File: src/rtl/fetch_unit_pkg.sv
// fetch_unit_pkg: shared fetch defines (ADDR_WIDTH, INST_WIDTH, IMEMORY_SIZE, NOP_INST, HALT_INST)
// and the IF/ID payload type used by fetch_unit and if_id_register.
`ifndef FETCH_UNIT_DEFINES
`define FETCH_UNIT_DEFINES
`define ADDR_WIDTH 8
`define INST_WIDTH 32
`define IMEMORY_SIZE 16
`define NOP_INST 32'h0000_0013
`define HALT_INST 32'h0000_0073
`endif

package fetch_unit_pkg;
    typedef struct packed {
        logic [`INST_WIDTH-1:0] inst;
        logic [`ADDR_WIDTH-1:0] pc;
        logic                   valid;
    } if_id_t;
endpackage

File: src/rtl/fetch_unit_if_id.sv
// if_id_register: IF/ID pipeline register; squash beats hold beats load.
module if_id_register
    import fetch_unit_pkg::*;
(
    input  logic                   clk,
    input  logic                   reset,
    input  logic                   load,
    input  logic                   squash,
    input  logic                   hold,
    input  logic [`INST_WIDTH-1:0] instruction,
    input  logic [`ADDR_WIDTH-1:0] pc,
    output if_id_t                 if_id
);
    if_id_t if_id_d, if_id_q;

    always_comb begin
        if_id_d = if_id_q;
        if (squash)
            if_id_d = '{inst: `NOP_INST, pc: pc, valid: 1'b0};
        else if (load && !hold)
            if_id_d = '{inst: instruction, pc: pc, valid: 1'b1};
    end

    always_ff @(posedge clk) begin
        if (!reset)
            if_id_q <= '{inst: `NOP_INST, pc: '0, valid: 1'b0};
        else
            if_id_q <= if_id_d;
    end

    assign if_id = if_id_q;
endmodule

File: src/rtl/fetch_unit.sv
// fetch_unit: PC register, RUN/HALT FSM and IF/ID staging for a zero-latency instruction memory.
// Define FETCH_HALT_DETECT_EN to stop fetch when HALT_INST is captured.
module fetch_unit
    import fetch_unit_pkg::*;
#(
    parameter logic [`ADDR_WIDTH-1:0] RESET_PC = '0
) (
    input  logic                   clk,
    input  logic                   reset,
    input  logic                   stall,
    input  logic                   flush,
    input  logic                   branch_taken,
    input  logic [`ADDR_WIDTH-1:0] branch_target,
    input  logic [`INST_WIDTH-1:0] instruction,
    output logic [`ADDR_WIDTH-1:0] pc,
    output logic [`INST_WIDTH-1:0] if_id_instruction,
    output logic [`ADDR_WIDTH-1:0] if_id_pc,
    output logic                   if_id_valid,
    output logic                   halted
);
    typedef enum logic {RUN, HALT} state_e;

    state_e                 state_q, state_d;
    logic [`ADDR_WIDTH-1:0] pc_q, pc_d, pc_inc;
    logic                   load, squash, hold;
    if_id_t                 if_id;

    assign pc_inc = (32'(pc_q) == `IMEMORY_SIZE - 1) ? '0 : pc_q + 1'b1;

    always_comb begin
        pc_d    = pc_q;
        state_d = state_q;
        load    = 1'b0;
        squash  = 1'b0;
        hold    = 1'b0;
        if (branch_taken) begin
            pc_d    = (32'(branch_target) >= `IMEMORY_SIZE) ? '0 : branch_target;
            squash  = 1'b1;
            state_d = RUN;
        end else if (state_q == HALT) begin
            squash = 1'b1;
        end else if (flush) begin
            squash = 1'b1;
            pc_d   = stall ? pc_q : pc_inc;
        end else if (stall) begin
            hold = 1'b1;
        end else begin
            load = 1'b1;
            pc_d = pc_inc;
`ifdef FETCH_HALT_DETECT_EN
            // halt word still enters IF/ID; pc parks on its address
            if (instruction == `HALT_INST) begin
                pc_d    = pc_q;
                state_d = HALT;
            end
`endif
        end
    end

    always_ff @(posedge clk) begin
        if (!reset) begin
            pc_q    <= RESET_PC;
            state_q <= RUN;
        end else begin
            pc_q    <= pc_d;
            state_q <= state_d;
        end
    end

    if_id_register u_if_id (
        .clk         (clk),
        .reset       (reset),
        .load        (load),
        .squash      (squash),
        .hold        (hold),
        .instruction (instruction),
        .pc          (pc_q),
        .if_id       (if_id)
    );

    assign pc                = pc_q;
    assign if_id_instruction = if_id.inst;
    assign if_id_pc          = if_id.pc;
    assign if_id_valid       = if_id.valid;
`ifdef FETCH_HALT_DETECT_EN
    assign halted = (state_q == HALT);
`else
    assign halted = 1'b0;
`endif
endmodule

File: config.mk
export PLATFORM = sky130hd
export DESIGN_NAME = fetch_unit
export DESIGN_NICKNAME = d
export VERILOG_FILES = /design/src/rtl/fetch_unit_pkg.sv /design/src/rtl/fetch_unit_if_id.sv /design/src/rtl/fetch_unit.sv
export SDC_FILE = /design/constraint.sdc
export NUM_CORES = 1
export LEC_CHECK = 0
export CORE_MARGIN = 8
export CORE_UTILIZATION = 24
export CTS_BUF_LIST = sky130_fd_sc_hd__clkbuf_4 sky130_fd_sc_hd__clkbuf_8 sky130_fd_sc_hd__clkbuf_16
export CTS_CLUSTER_DIAMETER = 80
export DETAILED_ROUTE_END_ITERATION = 7
export HOLD_SLACK_MARGIN = 0.02
export PLACE_DENSITY = 0.58
export SLEW_MARGIN = 20
export SYNTH_ARGS = -nofsm -noshare
export SYNTH_HDL_FRONTEND = slang
export SYNTH_SLANG_ARGS = --single-unit
File: constraint.sdc
create_clock -name clk -period 1.7 [get_ports clk]
set_clock_uncertainty 0.15 [all_clocks]
set_input_delay 0.425 -clock clk [delete_from_list [all_inputs] [get_ports clk]]
set_output_delay 0.425 -clock clk [all_outputs]
set_load 0.005 [all_outputs]
-- After elaboration in Yosys (flattened, before gate mapping)
Index checks and enable logic that the tools add are counted.
W data, S select, Z words.
- bits in read-only memories: 0
- output and inout bits: 50
- latch bits: 0
- bits in registers: 49
- word-level logic and storage cells: 27
- bits of input ports: 45
- memories: 0
- RAM bits: 0
- shifts and indexed selects: 0
- reductions and logical operators: 4
- magnitude comparators: 1
- bitwise operators: 1
- mux-type cells: 14
- eq/ne operators: 2
- multiply operators: 0
- div/mod/pow operators: 0
- $add $sub $neg: 1
- operators with widths (cell ; count):
    $mux W8 ; 4
    $mux W9 ; 2
    $add A8 B1 Y8 const B ; 1
    $eq A8 B4 Y1 const B ; 1
    $ge A8 B5 Y1 const B ; 1
    $mux W1 ; 8
    $ne A2 B1 Y1 const B ; 1
    $reduce_bool A2 Y1 ; 1
    $reduce_or A2 Y1 ; 1
    $logic_and A1 B1 Y1 ; 1
    $logic_not A1 Y1 ; 1
    $not A1 Y1 ; 1

-- Longest topological paths before layout
- word-level depth: 7
- depth in mapped cells: 5

-- By module
A second synthesis with hierarchy kept.
- cell total of the unflattened synthesis: 240
- area total of the unflattened synthesis: 2030.7 sq um
- by module, submodules not included (module ; instances ; cells each ; area an instance (sq um)):
    if_id_register ; 1 ; 180 ; 1556.5
    fetch_unit ; 1 ; 60 ; 474.2

-- Worst setup path after synthesis
Ideal clock, no wire load.
- kind: register -> register
- start: register pc_q[0], in the netlist pc[0]
- end: register pc_q[7], in the netlist pc[7]
- data arrival time: 1.454 ns
- stages on the path, launching flop included: 6
- path slack: 0.022 ns
- path buffers: 0
- period minus slack after synthesis: 1.678 ns
- path through: dfxtp_1 > ha_1 > and3_1 > a211oi_2 > or3b_1 > o211ai_2
- longest elaborated chain between the ends: 4
- RTL lines (what ; RTL line ; text):
    start: declaration ; fetch_unit.sv:24 ; logic [`ADDR_WIDTH-1:0] pc_q, pc_d, pc_inc;
    start signal: assignment ; fetch_unit.sv:65 ; pc_q <= pc_d;
    $add A8 B1 Y8 / $eq A8 B4 Y1 (equally long branches) ; fetch_unit.sv:28 ; assign pc_inc = (32'(pc_q) == `IMEMORY_SIZE - 1) ? '0 : pc_q + 1'b1;
    $mux W8 * ; fetch_unit.sv:28 ;
    $mux W8 * ; fetch_unit.sv:44, fetch_unit.sv:45 ;
    $mux W8 * ; fetch_unit.sv:36 ; if (branch_taken) begin
Every way passes the cells marked *; elsewhere a longest branch is shown, timed or not. The select of a mux whose other input is x is not followed.
A chain may end at the register's enable or synchronous reset.

-- Worst setup path in the final report
- start: register pc_q[1], in the netlist pc[1]
- end: register pc_q[7], in the netlist pc[7]
The elaborated chain is that of the path after synthesis.

==> results_dict.tcl <==
set metrics [dict create \
    coreArea_um2 7647 \
    clk_pin_slew_ns 0.10 \
    whs_path_depth 2 \
    worstSkewPairLatency_ns 0.30 \
    start_util_pct 24.49 \
    hold-path-endpoint "u_if_id.if_id[5]" \
    antenna_found_initial 0 \
    avgSynthCellArea_um2 11.08 \
    worst-path-stages 6 \
    hp-class "reg2reg" \
    overflow 0 \
    grt_start_max_net_pins 35 \
    cts-buffers-inserted 5 \
    cts_sinks 49 \
    maxCapViolCount 0 \
    syn_area_um2 1873 \
    regToRegSetupSlack_ns 0.06 \
    place.gp.congestion 0.7734 \
    required_ns 1.78 \
    p_leak_uw 0.001491 \
    critical_path.cell_chain "buf_4, buf_4, and4_1, and4_1, or3b_1, o211ai_2" \
    final-setup-viol-count 0 \
    crit_path_start_kind "flip-flop" \
    synth-edff-count 0 \
    final_cells 391 \
    cts_tree "built" \
    slowest_delay_ns 0.39 \
    dpl_cell_area_um2 3055 \
    slew_viol_final 0 \
    syn_nets 215 \
    cp_max_fo 3 \
    min_period_ns 1.645 \
    critPathTopFamily "simple AND/OR/NAND/NOR gates" \
    dieWidth_um 104.3 \
    power_density_nw_per_um2 713.1 \
    synth-seq-cells 49 \
    drc 0 \
    finalCritPeriodShare_pct 96.75 \
    grt_usage_pct 10.77 \
    rr_startpoint "pc[1]" \
    ys_warn_count 0 \
    rr_endpoint "pc[7]" \
    crit_type "reg2reg" \
    fmax_ghz 0.6080 \
    final_antenna_net_count 0 \
    vias 1779 \
    async_flop_share_pct 0 \
    rsz0062_at_grt "false" \
    end_kind "flip-flop" \
    drive_gt1_share_pct 35.99 \
    ioPinCount 95 \
    critical_path_buf_inv_count 2 \
    reg2reg_depth 6 \
    critPathLaunch "pc[1]" \
    drt_first_pass_iters 4 \
    post-place-ws_ns -0.4089 \
    via_per_inst 4.550 \
    worstPathArrival_ns 1.73 \
    hp-start "u_if_id.if_id[5]" \
    cts.htree.levels 2 \
    synth-seq-area-share_pct 52.37 \
    synth_ff_type "dfxtp_1" \
    syn_inst 169 \
    clockBufferDepth 2 \
    ir_worst_vdd_uv 320.7 \
    final_nets 334 \
    worst_path_max_delay_cell "or3b_1" \
    cts-root-buf "clkbuf_8" \
    initialDrtViolationCount 61 \
    die_y_um 104.3 \
    hpwl_um 4459 \
    die_area_um2 10890 \
    final-hold-violation-count 0 \
    design_area_um2 3298 \
    grt_pass1_vias 1882 \
    outcome "finished clean" \
    yosysUniqueCellTypes 40 \
    synthToLayoutAreaGrowth_pct 76.09 \
    portBuffers 93 \
    final_util_pct 43.13 \
    wl_um 6091 \
    cts_hold_buf 0 \
    rows 32 \
    drt-wirelength-per-cell_um 15.58 \
    fin_tns_setup_ns 0 \
    antenna_cells 0 \
    worst_slack_ns 0.05526 \
    placedCellCount 374 \
    grt_pass1_wl_um 9798 \
]
flip-flops by register name, indices dropped and copies added (netlist names):
register,flops
u_if_id.if_id,41
pc,8
placed cells by master, fill, tap and decap left out, types with 6 or more instances in the layout:
cell type,synthesis,final
dlygate4sd2_1,0,51
clkdlybuf4s50_1,0,37
o221a_2,29,29
dfxtp_1,49,28
buf_4,1,26
dfxtp_2,0,16
nand2_1,13,13
o21ai_0,10,10
a21boi_0,9,8
clkbuf_8,0,6
synth_stat cells (2+ instances only):
library cell | instances | share of area, %
xor2_1 | 3 | 1.4
buf_2 | 6 | 1.6
o21ai_0 | 10 | 2.7
a221o_1 | 3 | 1.6
nand3_1 | 3 | 0.80
dfxtp_1 | 49 | 52
nand2_1 | 13 | 2.6
nor2b_1 | 4 | 1.3
a21boi_0 | 9 | 3.6
and4_1 | 2 | 0.94
o221a_2 | 29 | 17
nor2_1 | 5 | 1.0
clkbuf_1 | 6 | 1.2
layout make-up:
cell class                 instances  area, um^2
inverter                           2       7.507
tap                              102       127.6
sequential                        49        1020
clock buffer                       6       82.58
multi-input combinational        105       864.6
clock inverter                     2       37.54
timing repair buffer             125        1159
fill                             747        4349
stage by stage:
stage                     total power [uW]  hold slack, ns
after global routing                  2460          0.3413
after floorplan                       1303          0.3074
after detailed placement              1516          0.3039
after global placement                1514          0.3042
after CTS                             2385          0.3157
final                                 2352          0.3110
worst max path at each step:
stage,end
floorplan,pc[7]
global placement,pc[3]
detailed placement,u_if_id.if_id[28]
CTS,u_if_id.if_id[10]
global route,pc[7]
finish,pc[7]
what timing repair did:
item,in CTS,in global routing
cloned,1,0
endpoints found under the setup margin,95,38
pin swaps,1,6
hold endpoints to repair,0,0
resized for setup,85,13
setup buffers,8,1
worst register-to-register path, stage by stage, from the launching register on:
cell and delay [ns]:
dfxtp_4 0.36, buf_4 0.13, buf_4 0.13, and4_1 0.19
and4_1 0.16, or3b_1 0.39, o211ai_2 0.08
routing by layer:
metal	global-route usage [%]	routed length [um]	share of wire, %	vias up
li1	-	-	-	882
met1	13.77	2958	49	833
met2	17.03	2723	45	60
met3	3.346	380	6.2	4
met4	2.792	28	0.46	0
met5	0	0	0	-
logic make-up (layout without fill, tap and decap cells):
logic type	Yosys count	count (layout)	share of synthesized area [%]
simple gates	39	40	11.56
buf+inv	16	135	4.208
xor+xnor	4	4	1.871
other cells	1	1	0.2002
compound gates	58	58	28.59
flops	49	49	52.37
mux	1	1	0.5344
fa+ha+maj	1	1	0.6679
report_power, final:
part / switching, uW / internal, uW
logic: 111 / 187
registers: 12.9 / 1170
clock network: 395 / 479
total: 519 / 1830
No activity file was read; power rests on OpenSTA's default activity.
